$ cat src/rtl/imem_loader.sv
// rtl/imem_loader.sv - byte-stream program loader writing 32-bit words into CPU IMEM
// Optional feature macro: IMEM_LOADER_CSUM_EN (trailing XOR checksum byte after the data)
module imem_loader #(
  parameter int IMEM_WORDS = 64,
  parameter int ADDR_W     = $clog2(IMEM_WORDS)
) (
  input  logic              clk,
  input  logic              reset,
  input  logic [7:0]        s_data,
  input  logic              s_valid,
  output logic              s_ready,
  output logic              imem_we,
  output logic [ADDR_W-1:0] imem_addr,
  output logic [31:0]       imem_wdata,
  output logic              cpu_reset,
  input  logic              cpu_halt,
  output logic              load_err,
  output logic [ADDR_W:0]   words_loaded
);

  typedef enum logic [2:0] {
    S_LEN_LO,
    S_LEN_HI,
    S_DATA,
    S_CSUM,
    S_RUN,
    S_ERR
  } state_t;

  localparam logic [ADDR_W:0]   WL_ONE  = 1;
  localparam logic [ADDR_W-1:0] IDX_ONE = 1;

  state_t            state;
  logic [7:0]        len_lo;
  logic [ADDR_W-1:0] widx;
  logic [ADDR_W-1:0] last_idx;
  logic [1:0]        bidx;
  logic [23:0]       asm_buf;
  logic              fin;
  logic              acc;
  logic [15:0]       len_n;
`ifdef IMEM_LOADER_CSUM_EN
  logic [7:0]        csum;
`endif

  // a byte moves only when both sides agree; s_ready is registered so it is the sole throttle
  assign acc   = s_valid & s_ready;
  assign len_n = {s_data, len_lo};

  // loader FSM: all outputs registered, write issued the cycle after a word's 4th byte
  always_ff @(posedge clk) begin
    if (reset) begin
      state        <= S_LEN_LO;
      s_ready      <= 1'b0;
      imem_we      <= 1'b0;
      imem_addr    <= '0;
      imem_wdata   <= '0;
      cpu_reset    <= 1'b1;
      load_err     <= 1'b0;
      words_loaded <= '0;
      len_lo       <= '0;
      widx         <= '0;
      last_idx     <= '0;
      bidx         <= '0;
      asm_buf      <= '0;
      fin          <= 1'b0;
`ifdef IMEM_LOADER_CSUM_EN
      csum         <= '0;
`endif
    end else begin
      imem_we <= 1'b0;
      case (state)
        S_LEN_LO: begin
          cpu_reset <= 1'b1;
          s_ready   <= 1'b1;
          if (acc) begin
            len_lo <= s_data;
            state  <= S_LEN_HI;
          end
        end
        S_LEN_HI: begin
          if (acc) begin
            words_loaded <= '0;
            if (len_n == 16'd0 || len_n > 16'(IMEM_WORDS)) begin
              state    <= S_ERR;
              s_ready  <= 1'b0;
              load_err <= 1'b1;
            end else begin
              state    <= S_DATA;
              last_idx <= ADDR_W'(len_n - 16'd1);
              widx     <= '0;
              bidx     <= '0;
`ifdef IMEM_LOADER_CSUM_EN
              csum     <= '0;
`endif
            end
          end
        end
        S_DATA: begin
          if (acc) begin
`ifdef IMEM_LOADER_CSUM_EN
            csum <= csum ^ s_data;
`endif
            bidx <= bidx + 2'd1;
            case (bidx)
              2'd0: asm_buf[7:0]   <= s_data;
              2'd1: asm_buf[15:8]  <= s_data;
              2'd2: asm_buf[23:16] <= s_data;
              default: begin
                imem_we      <= 1'b1;
                imem_addr    <= widx;
                imem_wdata   <= {s_data, asm_buf};
                widx         <= widx + IDX_ONE;
                words_loaded <= words_loaded + WL_ONE;
                if (widx == last_idx) begin
`ifdef IMEM_LOADER_CSUM_EN
                  state <= S_CSUM;
`else
                  // stop taking bytes; release the CPU once the final write has gone out
                  s_ready <= 1'b0;
                  fin     <= 1'b1;
`endif
                end
              end
            endcase
          end else if (fin) begin
            fin       <= 1'b0;
            state     <= S_RUN;
            cpu_reset <= 1'b0;
          end
        end
`ifdef IMEM_LOADER_CSUM_EN
        S_CSUM: begin
          if (acc) begin
            s_ready <= 1'b0;
            if ((csum ^ s_data) == 8'd0) begin
              state     <= S_RUN;
              cpu_reset <= 1'b0;
            end else begin
              state    <= S_ERR;
              load_err <= 1'b1;
            end
          end
        end
`endif
        S_RUN: begin
          if (cpu_halt) begin
            cpu_reset <= 1'b1;
            s_ready   <= 1'b1;
            state     <= S_LEN_LO;
          end
        end
        S_ERR: begin
          cpu_reset <= 1'b1;
          s_ready   <= 1'b0;
          load_err  <= 1'b1;
        end
        default: begin
          state     <= S_ERR;
          cpu_reset <= 1'b1;
          s_ready   <= 1'b0;
          load_err  <= 1'b1;
        end
      endcase
    end
  end

endmodule
$ cat config.mk
export PLATFORM = sky130hd
export DESIGN_NAME = imem_loader
export DESIGN_NICKNAME = d
export VERILOG_FILES = /design/src/rtl/imem_loader.sv
export SDC_FILE = /design/constraint.sdc
export NUM_CORES = 1
export LEC_CHECK = 0
export ABC_AREA = 1
export CORE_MARGIN = 10
export CORE_UTILIZATION = 33
export CTS_CLUSTER_DIAMETER = 150
export DETAILED_ROUTE_END_ITERATION = 7
export SLEW_MARGIN = 20
export SYNTH_ARGS = -nofsm -noshare
export SYNTH_HDL_FRONTEND = slang
export SYNTH_SLANG_ARGS = --single-unit
export TNS_END_PERCENT = 5
$ cat constraint.sdc
create_clock -name clk -period 3.1 [get_ports clk]
set_input_delay 0.62 -clock clk [delete_from_list [all_inputs] [get_ports clk]]
set_output_delay 0.62 -clock clk [all_outputs]
set_load 0.05 [all_outputs]
* Yosys cells after proc, flatten, opt, wreduce, memory -nomap -nowiden
Index checks and enable logic that the tools add are counted.
Word-level totals: flip-flop bits (word level) 99, memory bits (read-only) 0, word-level logic and storage cells 107, bits in writable memories 0, input bits 12, bits in latches 0, memories 0
Cells by class: bitwise logic cells 8, multiply operators 0, multiplexer cells 37, shift operators 0, magnitude comparators 1, equality and inequality tests 19, add/subtract/negate cells 4, div/mod/pow operators 0, reduce and logical (&&, ||, !) cells 22
Operators by type and width (count):
- 6-bit two-way mux | 4
- 2-bit inequality test (second input constant) | 11
- 7-bit two-way mux | 3
- 3-bit AND reduction | 7
- 3-bit two-way mux | 6
- 16-bit by 7-bit > comparator with 1-bit output (second input constant) | 1
- 16-bit logical NOT | 1
- 3-bit case mux with 5 select lines | 1
- 1-bit two-way mux | 14
- 7-bit case mux with 2 select lines | 1
- 6-bit case mux with 2 select lines | 1
- 4-bit AND reduction | 3
- 6-bit AND reduction | 2
- 3-bit OR reduction | 3
- 7-bit by 1-bit adder with 7-bit output (second input constant) | 1
- 1-bit NOT | 7
- 6-bit by 1-bit adder with 6-bit output (second input constant) | 1
- 3-bit equality test (second input constant) | 2
- 6-bit equality test | 1
- 2-bit two-way mux | 3
- 6-bit by 1-bit subtractor with 6-bit output (second input constant) | 1
- 5-bit AND reduction | 1
- 1-bit case mux with 4 select lines | 1
- 2-bit case mux with 2 select lines | 1
- 14 further kinds | 14

* Logic depth before layout (Yosys ltp)
Gate-level depths: netlist of the first run.
word-level depth 5, gate-level depth with buffers 11

* Least setup slack after synthesis of the first run
No wires, ideal clock.
kind reg-to-reg, start point register s_ready, end point register widx[5], arrival time 1.655 ns, slack 1.376 ns, stages on the path, launching flop included 10, buffers on the path 1, path through dfxtp_1 -> nand2_1 -> inv_2 -> nand2_4 -> nand2_4 -> nand2_4 -> inv_4 -> buf_8 -> nand3_2 -> a21oi_2
Between the ends: longest elaborated chain between the ends 3
Ends and longest elaborated chain:
- from (decl) | RTL line 11 | output logic s_ready,
- from (signal assigned) | RTL line 54 | s_ready <= 1'b0;
- from (signal assigned) | RTL line 75 | s_ready <= 1'b1;
- from (signal assigned) | RTL line 86 | s_ready <= 1'b0;
- 1-bit bitwise AND * | RTL line 47 | assign acc = s_valid & s_ready;
- 2-bit inequality test (no source line)
- 5-bit AND reduction (no source line) *
- to (signal assigned) | RTL line 113 | widx <= widx + IDX_ONE;
- to (decl) | RTL line 35 | logic [ADDR_W-1:0] widx;
Mark *: on every way between the ends. The rest lies on a longest branch, timed or not. A chain may end at the register's enable or synchronous reset.

* Worst setup path after layout of the first run
start point register words_loaded[0], end point output port words_loaded[0]
RTL lines:
- from (decl) | RTL line 18 | output logic [ADDR_W:0] words_loaded
- from (signal assigned) | RTL line 114 | words_loaded <= words_loaded + WL_ONE;
No word-level cell between the ends.

==> results.json, run 1 <==
{
  "cts.sinks": 99,
  "slew_violations": 0,
  "cts_setup_buffers": 0,
  "core_area_mm2": 0.01252,
  "reg2regPathDepth": 9,
  "synth_top_cell_area_share_pct": 47.54,
  "worstPathRequired_ps": 2480,
  "synth_top_area_cell": "dfxtp_1",
  "syn-num-nets": 558,
  "critical_path_class": "flop to primary output",
  "placement.io_buffers": 60,
  "slowest_delay_ps": 850,
  "antenna_cells": 0,
  "pwr_density_cell_mw_per_mm2": 513.2,
  "hpwl_um": 7559,
  "cp-startpoint": "words_loaded[0]",
  "finalSetupViolCount": 0,
  "place_congestion": 0.7349,
  "first_pass_iters": 4,
  "drive_gt1_share_pct": 9.764,
  "grt_pass1_vias": 3516,
  "cts_made_buffers": 9,
  "fill_cells": 1326,
  "synth_common_cells": "dfxtp_1 (99), nor2_1 (77), nand2_1 (71)",
  "power_switching_w": 0.0006741,
  "grt_setup_unrepaired": "no",
  "die_x_um": 132.4,
  "worst_ep_arrival_time_ps": 1640,
  "switching_share_pct": 25.21,
  "start_kind": "flop",
  "grt_max_degree": 79,
  "internal_power_w": 0.002000,
  "detail-route-antenna-nets": 0,
  "fin_tns_setup_ps": 0,
  "crit_buf_inv": 1,
  "yosysWarnings": 0,
  "relSlewSlack_pct": 58.84,
  "wl_per_cell_um": 13.55,
  "synthArstFlopShare_pct": 0,
  "fp-row-count": 41,
  "drc_errors": 0,
  "grt_pass1_wl_um": 17450,
  "synth_cell_type_count": 31,
  "clock_skew_ps": 11.75,
  "ctsHoldBuffers": 0,
  "synthesis.area_mm2": 0.004169,
  "post_cts_resized": 0,
  "combPwrFrac_pct": 8.1,
  "hold_path_startpoint": "len_lo[0]",
  "viasPerCell": 4.709,
  "drt_iter0_drc": 242,
  "worstPathCellList": "clkdlybuf4s50_1",
  "hold_depth": 1,
  "synth-seq-area-share_pct": 47.54,
  "synthCells": 538,
  "synth_edf_count": 0,
  "max_freq_mhz": 441.7,
  "cts_tree": "done",
  "min_path_type": "flop to flop",
  "r2r-start": "len_lo[0]",
  "avgSynthCellArea_um2": 7.749,
  "path_delay_family": "buffers and inverters",
  "tightest_slew_ps": 617.4,
  "synth_seq_cells": 99,
  "clk-insertion-delay-late_ps": 350,
  "clk_path_buf_depth": 2,
  "ir_worst_vdd_v": 0.0003145,
  "clkPwrFrac_pct": 43.2,
  "htreeDepth": 3,
  "status": "finished, final reports clean",
  "die_area_mm2": 0.01753,
  "antenna_found_initial": 0,
  "ys.flop_type": "dfxtp_1",
  "yosysMostFrequentCell": "dfxtp_1",
  "wl_um": 10380,
  "area_delta_synth_final_pct": 25.00,
  "io_pins": 61,
  "leakage_nw": 2.019,
  "crit_fanout": 6,
  "die_y_um": 132.4,
  "finalCriticalPeriod_ps": 2264,
  "timing.final.crit_share_pct": 73.04,
  "finish.utilization_pct": 41.63,
  "hold_violations": 0,
  "num_vias": 3607,
  "p_seq_share_pct": 48.7,
  "synth.area.top_cells": "dfxtp_1 (48%), a21oi_1 (7.6%), nor2_1 (6.9%)",
  "root_buffer": "clkbuf_16",
  "grt_overflow_total": 0,
  "grt_util_all_layers_pct": 11.99,
  "worst-path-stages": 1,
  "setup.worst_path.end_class": "primary output",
  "start_util_pct": 33.31,
  "cpMaxStageDelayCell": "clkdlybuf4s50_1",
  "maxCapViolCount": 0,
  "fin_nets": 609,
  "clkTransAtPathRegs_ps": 80
}
routing by layer:
layer | GRT usage [%] | routed length [um] | vias up
met1 | 14.91 | 4894 | 1655
li1 | - | - | 1866
met3 | 3.963 | 586 | 13
met2 | 18.83 | 4744 | 73
met5 | 0 | 0 | -
met4 | 4.401 | 153 | 0
layout by cell type, fill, tap and decap left out, types with 2 or more instances in the layout:
master / instances
xnor2_1: 3
inv_6: 3
nor2_2: 5
o21ai_1: 21
nor2_1: 77
a31oi_1: 2
nand4_1: 6
clkbuf_16: 9
nand3_1: 19
inv_1: 36
dfxtp_1: 99
inv_2: 12
buf_4: 3
nand2_1: 71
xor2_1: 10
clkdlybuf4s50_1: 60
nor3_1: 2
nand3_4: 2
nand2_4: 4
o21ai_0: 57
nand3_2: 4
a21oi_1: 63
nand2_2: 4
ha_1: 8
a21oi_2: 4
sequential cells by signal, indices dropped and copies added, names as in the netlist:
register,count
last_idx,6
len_lo,8
load_err,1
widx,6
fin,1
imem_we,1
cpu_reset,1
s_ready,1
asm_buf,24
words_loaded,7
imem_addr,6
state,3
bidx,2
imem_wdata,32
path summary, 6_finish.rpt:
check	end	slack, ps
max reg2reg	last_idx[5]	1340
max	words_loaded[0]	840
min reg2reg	last_idx[0]	470
min	last_idx[0]	470
power by group through the flow:
| stage | Sequential [W] | Combinational, W | Clock (W) |
|---|---|---|---|
| 2_1_floorplan | 0.00134 | 0.000143 | 0 |
| 3_3_place_gp | 0.00133 | 0.000215 | 0 |
| 3_5_place_dp | 0.00133 | 0.000216 | 0 |
| 4_1_cts | 0.00130 | 0.000218 | 0.00118 |
| 5_1_grt | 0.00131 | 0.000244 | 0.00124 |
| 6_report | 0.00130 | 0.000216 | 0.00116 |
logic make-up after synthesis:
logic type	count (synthesis)	synth area share, %
DFF	99	47.54
xor gates and xnor gates	13	2.731
buffers and inverters	74	7.593
adders and majority gates	8	2.401
and+or+nand+nor	195	21.16
AOI/OAI and AO/OA	149	18.58
through the flow:
step                      cell area, um^2  total power [W]  hold slack, ps  setup WS (ps)  std cells
after floorplan                      4169         0.001486           406.4           1376        538
after global placement               4906         0.001547           442.4          692.9        750
after detailed placement             4906         0.001549           425.3          619.8        750
after CTS                            5211         0.002705           455.9          808.6        766
after global routing                 5211         0.002791           502.5          781.1        766
final                                5211         0.002674           469.3          835.8        766
cell type report:
class | count | area (um^2) | share of cell area, %
flip-flops and latches | 99 | 1982 | 38.03
multi-input cells | 365 | 1871 | 35.89
repair buffers | 64 | 643.1 | 12.34
clock buffers | 9 | 225.2 | 4.322
well taps | 172 | 215.2 | 4.130
inverters | 50 | 195.2 | 3.745
clock inverters | 7 | 80.08 | 1.537
No activity file was read; power rests on OpenSTA's default activity.
==> run 2, diff against run 1 <==
==> constraint.sdc (replaced) <==
create_clock -name clk -period 2.3 [get_ports clk]
set_input_delay 0.46 -clock clk [delete_from_list [all_inputs] [get_ports clk]]
set_output_delay 0.46 -clock clk [all_outputs]
set_load 0.05 [all_outputs]
==> run 2 against run 1 <==
Compared with the run above: critical path depth is the same; non-clock buffer count grew 7; sequential cell count is the same; final cell count grew 0.91%; combinational power grew 43%; clock power grew 28%; sequential power grew 35%; worst hold slack lost 22 ps; sequential share of layout area shrank 0.38 points; critical endpoint unchanged; largest power group unchanged; highest routed layer unchanged.
==> results.json, run 2 (synthesized netlist as in run 1, its figures left out) <==
{
  "status": "finished, final reports clean",
  "tightest_slew_ps": 509.0,
  "placement.io_buffers": 60,
  "finalCriticalPeriod_ps": 2098,
  "drive_gt1_share_pct": 10.82,
  "io_pins": 61,
  "root_buffer": "clkbuf_16",
  "grt_overflow_total": 0,
  "clk-insertion-delay-late_ps": 350,
  "hpwl_um": 7418,
  "crit_buf_inv": 1,
  "grt_pass1_wl_um": 17440,
  "leakage_nw": 2.049,
  "grt_setup_unrepaired": "no",
  "cts.sinks": 99,
  "first_pass_iters": 5,
  "grt_max_degree": 79,
  "die_area_mm2": 0.01753,
  "max_freq_mhz": 476.6,
  "start_util_pct": 33.31,
  "grt_pass1_vias": 3670,
  "clock_skew_ps": 6.622,
  "fin_ws_ps": 202.0,
  "grt_util_all_layers_pct": 12.00,
  "min_path_type": "flop to flop",
  "path_delay_family": "buffers and inverters",
  "fp-row-count": 41,
  "maxCapViolCount": 0,
  "worstPathCellList": "clkdlybuf4s50_1",
  "viasPerCell": 4.665,
  "hold_violations": 0,
  "num_vias": 3606,
  "crit_fanout": 6,
  "fin_nets": 616,
  "die_y_um": 132.4,
  "relSlewSlack_pct": 65.96,
  "detail-route-antenna-nets": 0,
  "pre_cts_ws_ps": 152.7,
  "start_kind": "flop",
  "worst_ep_arrival_time_ps": 1640,
  "cts_tree": "done",
  "regMostFlops": "imem_wdata",
  "setup.worst_path.end_class": "primary output",
  "clk_path_buf_depth": 2,
  "fin_tns_setup_ps": 0,
  "pwr_density_cell_mw_per_mm2": 673.8,
  "slew_violations": 0,
  "layout_commonest_cell": "dfxtp_1",
  "drc_errors": 0,
  "antenna_cells": 0,
  "worstPathRequired_ps": 1840,
  "wl_um": 10320,
  "die_x_um": 132.4,
  "area_delta_synth_final_pct": 26.26,
  "finalSetupViolCount": 0,
  "ctsHoldBuffers": 0,
  "wl_per_cell_um": 13.35,
  "critical_path_class": "flop to primary output",
  "final_cell_mix": "dfxtp_1 (99), nor2_1 (77), nand2_1 (71), a21oi_1 (63), clkdlybuf4s50_1 (60)",
  "largest_reg_flops": 32,
  "drt_iter0_drc": 293,
  "htreeDepth": 3,
  "cts_made_buffers": 9,
  "ir_worst_vdd_v": 0.0002604,
  "antenna_found_initial": 0,
  "reg_top3": "imem_wdata: 32 flops, asm_buf: 24 flops, len_lo: 8 flops",
  "cts_setup_buffers": 0,
  "slowest_delay_ps": 850,
  "clkTransAtPathRegs_ps": 70,
  "place_congestion": 0.8022,
  "post_cts_resized": 0,
  "cpMaxStageDelayCell": "clkdlybuf4s50_1",
  "core_area_mm2": 0.01252,
  "timing.final.crit_share_pct": 91.22
}
==> run 2: cell count changes in the layout (fill, tap and decap cells not counted), sizes merged <==
cell,previous run,this run
buf,4,11
bufinv,1,0
clkinv,2,3
==> run 2: final cells by class <==
class                           count  area (um^2)
Clock inverter                      7        67.56
Sequential cell                    99         1982
Inverter                           50        195.2
Tap cell                          172        215.2
Clock buffer                        9        225.2
Multi-Input combinational cell    365         1871
Timing Repair Buffer               71        708.2
Fill cell                        1295         7253
==> run 2: per-stage QoR <==
stage               cell area (um^2)  total power, W  hold WS (ps)  utilization, %  std cells
finish                          5264        0.003547         447.7           42.05        773
global route                    5264        0.003692         476.8           42.05        773
CTS                             5264        0.003587         449.3           42.05        773
detailed placement              4971        0.002104         435.3           39.71        757
global placement                4971        0.002098         426.2           39.71        757
floorplan                       4169        0.002003         406.4               -        538
==> run 2: final timing paths <==
check / startpoint / to / slack (ps) / cells after the start
hold reg to reg: len_lo[0] / last_idx[0] / 450 / 1
hold / removal: len_lo[0] / last_idx[0] / 450 / 1
setup / recovery: words_loaded[0] / words_loaded[0] / 200 / 1
setup reg to reg: state[0] / widx[0] / 580 / 10
==> run 2: metal layers <==
layer / vias to the layer above / routed length, um / GRT usage (%)
met5: - / 0 / 0
met4: 0 / 178 / 4.829
met3: 14 / 649 / 4.268
met1: 1633 / 4803 / 14.20
met2: 75 / 4689 / 19.35
li1: 1884 / - / -
==> run 2: where the power goes <==
part | internal (W) | switching, W | total [W]
sequential | 0.00173 | 0.0000205 | 0.00176
combinational | 0.000112 | 0.000197 | 0.000309
clock | 0.000760 | 0.000722 | 0.00148
==> run 3, diff against run 2 <==
--- a/config.mk
+++ b/config.mk
@@ -6,6 +6,7 @@
 export NUM_CORES = 1
 export LEC_CHECK = 0
 export ABC_AREA = 1
+export CAP_MARGIN = 20
 export CORE_MARGIN = 10
 export CORE_UTILIZATION = 33
 export CTS_CLUSTER_DIAMETER = 150
==> results of run 3 <==
Same layout as run 2: the final DEF is identical, and so are final timing and power.
